`src/rtl/fmc_slv_mbank_if.sv`:
```
// rtl/fmc_slv_mbank_if.sv - multi-bank synchronous-burst FMC/PSRAM slave bridging onto a single-port BRAM
// Define FMC_SLV_IF_MUX_EN to take the burst base address from FMC_D_I (multiplexed address/data bus).
module fmc_slv_mbank_if #(
  parameter int C_ADDR_WIDTH   = 12,
  parameter int C_DATA_WIDTH   = 16,
  parameter int C_NUM_BANKS    = 2,
  parameter int C_BANK_WIDTH   = (C_NUM_BANKS > 1) ? $clog2(C_NUM_BANKS) : 1,
  parameter int C_FMC_DATLAT   = 2,
  parameter int C_BRAM_LATENCY = 2
) (
  input  logic                      FMC_CLK,
  input  logic                      rst,
  input  logic [C_ADDR_WIDTH-1:0]   FMC_A,
  input  logic [C_DATA_WIDTH-1:0]   FMC_D_I,
  output logic [C_DATA_WIDTH-1:0]   FMC_D_O,
  output logic [C_DATA_WIDTH-1:0]   FMC_D_T,
  input  logic [C_DATA_WIDTH/8-1:0] FMC_NBL,
  input  logic [C_NUM_BANKS-1:0]    FMC_NE,
  input  logic                      FMC_NL,
  input  logic                      FMC_NOE,
  input  logic                      FMC_NWE,
  output logic                      FMC_NWAIT,
  output logic [C_ADDR_WIDTH-1:0]   bram_addr,
  output logic [C_BANK_WIDTH-1:0]   bram_bank,
  output logic                      bram_en,
  output logic [C_DATA_WIDTH/8-1:0] bram_we,
  output logic [C_DATA_WIDTH-1:0]   bram_din,
  input  logic [C_DATA_WIDTH-1:0]   bram_dout,
  output logic                      err_multi_ne
);

  localparam int NB      = C_DATA_WIDTH / 8;
  localparam int CNT_MAX = (C_FMC_DATLAT > C_BRAM_LATENCY) ? C_FMC_DATLAT : C_BRAM_LATENCY;
  localparam int CW      = $clog2(CNT_MAX + 2);
  localparam logic [CW-1:0] DATLAT_C = CW'(C_FMC_DATLAT);
  localparam logic [CW-1:0] LAT_C    = CW'(C_BRAM_LATENCY);

  generate
    if (C_DATA_WIDTH % 8 != 0) begin : g_dw_chk
      $error("C_DATA_WIDTH must be a multiple of 8");
    end
    if (C_NUM_BANKS < 1 || C_NUM_BANKS > 4) begin : g_nb_chk
      $error("C_NUM_BANKS must be 1..4");
    end
    if (C_BRAM_LATENCY < 1 || C_BRAM_LATENCY > 3) begin : g_lat_chk
      $error("C_BRAM_LATENCY must be 1..3");
    end
  endgenerate

  typedef enum logic [2:0] {
    ST_IDLE, ST_WR_LAT, ST_WR_DATA, ST_RD_DATA, ST_DRAIN
  } state_t;

  state_t state_q, state_n;

  logic [CW-1:0]           cnt_q, cnt_n;
  logic [C_ADDR_WIDTH-1:0] addr_q, addr_n;
  logic [C_BANK_WIDTH-1:0] bank_q, bank_n;
  logic                    en_q, en_n;
  logic [NB-1:0]           we_q, we_n;
  logic [C_DATA_WIDTH-1:0] din_q, din_n;
  logic [C_DATA_WIDTH-1:0] dout_q;
  logic                    nwait_q, nwait_n;
  logic                    err_q, err_n;

  logic [C_ADDR_WIDTH-1:0] base_addr;
  logic [2:0]              ne_cnt;
  logic [C_BANK_WIDTH-1:0] ne_idx;
  logic                    start, multi, bank_end;

`ifdef FMC_SLV_IF_MUX_EN
  generate
    if (C_ADDR_WIDTH > C_DATA_WIDTH) begin : g_mux_chk
      $error("multiplexed mode requires C_ADDR_WIDTH <= C_DATA_WIDTH");
    end
  endgenerate
  logic unused_fmc_a;
  assign unused_fmc_a = ^FMC_A;
  assign base_addr    = FMC_D_I[C_ADDR_WIDTH-1:0];
`else
  assign base_addr = FMC_A;
`endif

  // Count asserted chip selects and remember the (last) selected bank index.
  always_comb begin
    ne_cnt = 3'd0;
    ne_idx = '0;
    for (int i = 0; i < C_NUM_BANKS; i++) begin
      if (!FMC_NE[i]) begin
        ne_cnt = ne_cnt + 3'd1;
        ne_idx = C_BANK_WIDTH'(i);
      end
    end
  end

  assign start    = !FMC_NL && (ne_cnt != 3'd0);
  assign multi    = (ne_cnt > 3'd1);
  assign bank_end = FMC_NE[bank_q];

  always_ff @(posedge FMC_CLK) begin
    if (rst) state_q <= ST_DRAIN;
    else     state_q <= state_n;
  end

  always_comb begin
    state_n = state_q;
    case (state_q)
      ST_IDLE: begin
        if (start) begin
          if (multi)         state_n = ST_DRAIN;
          else if (!FMC_NWE) state_n = ST_WR_LAT;
          else               state_n = ST_RD_DATA;
        end
      end
      ST_WR_LAT: begin
        if (bank_end)               state_n = ST_IDLE;
        else if (cnt_q == DATLAT_C) state_n = ST_WR_DATA;
      end
      ST_WR_DATA: if (bank_end) state_n = ST_IDLE;
      ST_RD_DATA: if (bank_end) state_n = ST_IDLE;
      ST_DRAIN:   if (&FMC_NE)  state_n = ST_IDLE;
      default:    state_n = ST_DRAIN;
    endcase
  end

  // Next values of the registered BRAM/host outputs; en/we/err are single-cycle by default.
  always_comb begin
    cnt_n   = cnt_q;
    addr_n  = addr_q;
    bank_n  = bank_q;
    din_n   = din_q;
    nwait_n = nwait_q;
    en_n    = 1'b0;
    we_n    = '0;
    err_n   = 1'b0;
    case (state_q)
      ST_IDLE: begin
        nwait_n = 1'b0;
        if (start) begin
          if (multi) begin
            err_n = 1'b1;
          end else begin
            addr_n  = base_addr;
            bank_n  = ne_idx;
            cnt_n   = '0;
            nwait_n = !FMC_NWE;
            en_n    = FMC_NWE;
          end
        end
      end
      ST_WR_LAT: begin
        if (bank_end) begin
          nwait_n = 1'b0;
        end else begin
          cnt_n = cnt_q + 1'b1;
          if (cnt_q == DATLAT_C) begin
            en_n  = 1'b1;
            we_n  = ~FMC_NBL;
            din_n = FMC_D_I;
          end
        end
      end
      ST_WR_DATA: begin
        if (bank_end) begin
          nwait_n = 1'b0;
        end else begin
          en_n   = 1'b1;
          we_n   = ~FMC_NBL;
          din_n  = FMC_D_I;
          addr_n = addr_q + 1'b1;
        end
      end
      ST_RD_DATA: begin
        if (bank_end) begin
          nwait_n = 1'b0;
        end else begin
          en_n   = 1'b1;
          addr_n = addr_q + 1'b1;
          // Ready rises once the first word has crossed the BRAM pipeline and the D_O register.
          if (cnt_q == LAT_C) nwait_n = 1'b1;
          else                cnt_n   = cnt_q + 1'b1;
        end
      end
      default: nwait_n = 1'b0;
    endcase
  end

  always_ff @(posedge FMC_CLK) begin
    if (rst) begin
      cnt_q   <= '0;
      addr_q  <= '0;
      bank_q  <= '0;
      en_q    <= 1'b0;
      we_q    <= '0;
      din_q   <= '0;
      dout_q  <= '0;
      nwait_q <= 1'b0;
      err_q   <= 1'b0;
    end else begin
      cnt_q   <= cnt_n;
      addr_q  <= addr_n;
      bank_q  <= bank_n;
      en_q    <= en_n;
      we_q    <= we_n;
      din_q   <= din_n;
      dout_q  <= bram_dout;
      nwait_q <= nwait_n;
      err_q   <= err_n;
    end
  end

  assign FMC_D_T      = (state_q == ST_RD_DATA && !FMC_NOE) ? '0 : '1;
  assign FMC_D_O      = dout_q;
  assign FMC_NWAIT    = nwait_q;
  assign bram_addr    = addr_q;
  assign bram_bank    = bank_q;
  assign bram_en      = en_q;
  assign bram_we      = we_q;
  assign bram_din     = din_q;
  assign err_multi_ne = err_q;

endmodule
```
`config.mk`:
```
export PLATFORM = sky130hd
export DESIGN_NAME = fmc_slv_mbank_if
export DESIGN_NICKNAME = d
export VERILOG_FILES = /design/src/rtl/fmc_slv_mbank_if.sv
export SDC_FILE = /design/constraint.sdc
export NUM_CORES = 1
export LEC_CHECK = 0
export CAP_MARGIN = 20
export CORE_MARGIN = 3
export CORE_UTILIZATION = 43
export DETAILED_ROUTE_END_ITERATION = 10
export PLACE_DENSITY = 0.85
export SKIP_CTS_REPAIR_TIMING = 1
export SYNTH_ARGS = -nofsm -noshare
export SYNTH_HDL_FRONTEND = slang
export SYNTH_SLANG_ARGS = --single-unit
```
`constraint.sdc`:
```
create_clock -name FMC_CLK -period 5.1 [get_ports FMC_CLK]
set_clock_uncertainty 0.1 [all_clocks]
set_input_delay 1.02 -clock FMC_CLK [delete_from_list [all_inputs] [get_ports FMC_CLK]]
set_output_delay 1.02 -clock FMC_CLK [all_outputs]
set_load 0.03 [all_outputs]
```
==> run_results.csv <==
group,metric,value,unit
sta,period_needed,3.906,ns
global_routing,gr-total-overflow,0,
layout,n_antenna_cell,0,
yosys,syn_area,2432,um^2
yosys,synthTopCellsByCount,"dfxtp_1, nor2_1, buf_4, mux2i_1, nor2b_1",
worst_setup_path,path_cells,"nor2b_1, nand3b_1, clkdlybuf4s50_1",
global_routing,grt_pass1_wl,9377,um
drt,drtIter0Drc,113,
worst_setup_path,path_class,"reg2out",
yosys,synth.most_common_cell,"dfxtp_1",
yosys,synthXorXnorAreaFrac,1.080,%
yosys,yosys.area.top_type,"dfxtp_1",
floorplanning,rows,26,
clock_network,clock_path_buffers,2,
sta,setup-violations-final,0,
yosys,synth.area.top_cells,"dfxtp_1, mux2i_1, buf_4",
global_routing,grt_pass1_vias,2057,
floorplanning,initial_core_util,45.87,%
yosys,yosys_most_used_dff,"dfxtp_1",
run,cap_violations,0,
yosys,synth_edf_count,0,
yosys,synth.area.mux_share,7.459,%
worst_setup_path,cp.arrival,2.79,ns
worst_setup_path,critPathRequiredTime,3.98,ns
yosys,async_flop_share,0,%
clock_network,clkTransAtPathRegs,0.11,ns
yosys,synthDistinctLibCells,49,
clock_network,cts.htree.levels,2,
place,place_ws,1.357,ns
layout,fin_nets,415,
sta,slew_violations,0,
floorplanning,core_area,5303,um^2
yosys,ys_seq_area_share,45.27,%
global_routing,antenna_found_initial,0,
drt,route.detailed.drc,0,
yosys,ys_ff_latch,55,
sta,fin_ws,1.194,ns
place,io_buffers,118,
global_routing,grt_max_degree,55,
clock_network,numCtsBuffers,5,
drt,wl_per_cell,13.56,um
worst_setup_path,start_kind,"register",
clock_network,cts.sinks,55,
worst_setup_path,end_kind,"output pin",
floorplanning,io_pins,119,
drt,vias,2271,
floorplanning,dieArea,6595,um^2
yosys,synth_top_area_share,45.27,%
power,p_leak,1.231,nW
sta,tns,0,ns
place,place_congestion,0.8670,
clock_network,cts_tree,"built",
yosys,yosysWarnings,0,
yosys,synth_cells,264,
sta,max_slew_margin,36.72,%
power,p_per_area,222.6,nW/um^2
floorplanning,die_w,81.21,um
clock_network,clkLatencyLatePin,0.30,ns
clock_network,root_buffer,"clkbuf_8",
run_status,outcome,"finished clean",
yosys,syn_nets,319,
worst_setup_path,slowest_delay,0.73,ns
sta,worst_pin_slew,0.9493,ns
place,dp_hpwl,4278,um
yosys,synth_area_per_cell,9.213,um^2
sta,fmax,256.0,MHz
drt,postRouteAntennaNets,0,
yosys,synth_top_family_by_area,"simple AND/OR/NAND/NOR gates",
power,irDropWorstVdd,0.0001731,V
drt,wl,5846,um
worst_hold_path,hold_path_class,"reg2reg",
worst_setup_path,crit_path_top_delay_cell,"clkdlybuf4s50_1",
layout,syn2layout_area_growth,49.13,%
floorplanning,chipHeight,81.21,um
sta,rsz0062_at_grt,"no",
layout,post_route_cells_drive_above_1_share,4.709,%
yosys,synth-compound-area-share,14.30,%
sta,finalHoldViolCount,0,
yosys,yosys.area_share.simple,22.53,%
sta,min_period_over_period,76.58,%
global_routing,grt_util_all_layers,17.57,%
worst_setup_path,cp_max_fo,16,
yosys,synth_fa_ha_area_share,1.029,%
drt,dr.pass1.iters,5,
drt,avgViaCountPerCell,5.269,
## per-layer routing
layer | part of all wire [%] | global-route usage (%) | vias up
li1 | - | - | 1104
met1 | 40 | 22.00 | 1056
met2 | 47 | 28.41 | 109
met3 | 13 | 7.206 | 2
met4 | 0.29 | 3.716 | 0
met5 | 0 | 0 | -
## stage by stage
step	cells	instance area (um^2)	power [mW]	utilization [%]	hold slack, ns
global route	431	3627	0.8394	68.40	0.4321
floorplan	264	2432	0.5042	-	0.3533
CTS	430	3612	0.8179	68.12	0.4026
finish	431	3627	0.8076	68.40	0.3957
global placement	422	3517	0.5667	66.33	0.3628
detailed placement	422	3517	0.5682	66.33	0.3860
## state kept, by name, summed over array words and instances, names as in the netlist
| register | cells |
|---|---|
| bram_en | 1 |
| cnt_q | 2 |
| bram_bank | 1 |
| state_q | 3 |
| bram_we | 2 |
| bram_din | 16 |
| FMC_NWAIT | 1 |
| bram_addr | 12 |
| err_multi_ne | 1 |
| FMC_D_O | 16 |
## cell families (layout without fill, tap and decap cells)
group                    after synthesis  count (layout)
AO/OA/AOI/OAI                         52              52
multiplexers                          18              18
buffers and inverters                 33             130
XOR/XNOR                               3               3
AND/OR/NAND/NOR                      101             101
flip-flops                            55              55
adder cells (fa/ha/maj)                2               2
## path summary, 6_finish.rpt
path	cells after the start	end	from	slack [ns]
setup / recovery	3	FMC_D_T[7]	state_q[1]$_SDFFE_PP0P_	1.19
hold reg to reg	2	cnt_q[1]$_SDFFE_PP0P_	cnt_q[1]$_SDFFE_PP0P_	0.40
setup reg to reg	4	bram_addr[0]$_SDFFE_PP0P_	state_q[1]$_SDFFE_PP0P_	2.72
hold / removal	2	cnt_q[1]$_SDFFE_PP0P_	cnt_q[1]$_SDFFE_PP0P_	0.40
## placed cells by master (no fill, tap or decap), drive strengths merged, types with 3 or more instances in the layout
master / Yosys / final
o22ai: 3 / 3
and2: 4 / 4
clkbuf: 8 / 5
nor3: 7 / 7
nor4: 5 / 5
nor2b: 17 / 17
nand2: 14 / 14
o21ai: 13 / 13
a211oi: 4 / 4
a31oi: 3 / 3
nand3: 7 / 7
and3: 3 / 3
nor2: 28 / 28
nand2b: 3 / 3
mux2i: 17 / 17
inv: 3 / 5
clkdlybuf4s50: 0 / 117
a22oi: 4 / 4
a21oi: 13 / 13
dfxtp: 55 / 55
## where the power goes
| part | switching (mW) | leakage, nW | internal, mW |
|---|---|---|---|
| combinational | 0.0490 | 0.734 | 0.0618 |
| sequential | 0.00760 | 0.448 | 0.439 |
| clock | 0.148 | 0.0491 | 0.101 |
## layout make-up
type	count	area, um^2
timing repair buffer	119	1191
inverter	3	11.26
clock inverter	3	26.28
sequential	55	1101
tap	70	87.58
fill	420	1675
clock buffer	5	68.82
multi-input combinational	176	1141
## worst max-delay path: cells and delay by family, from the launching register on
family | cells | cell delay [ns]
buffers and inverters | 1 | 0.73
AND/OR/NAND/NOR | 2 | 1.14
flip-flops | 1 | 0.60
(Power assumes the default switching activity.)
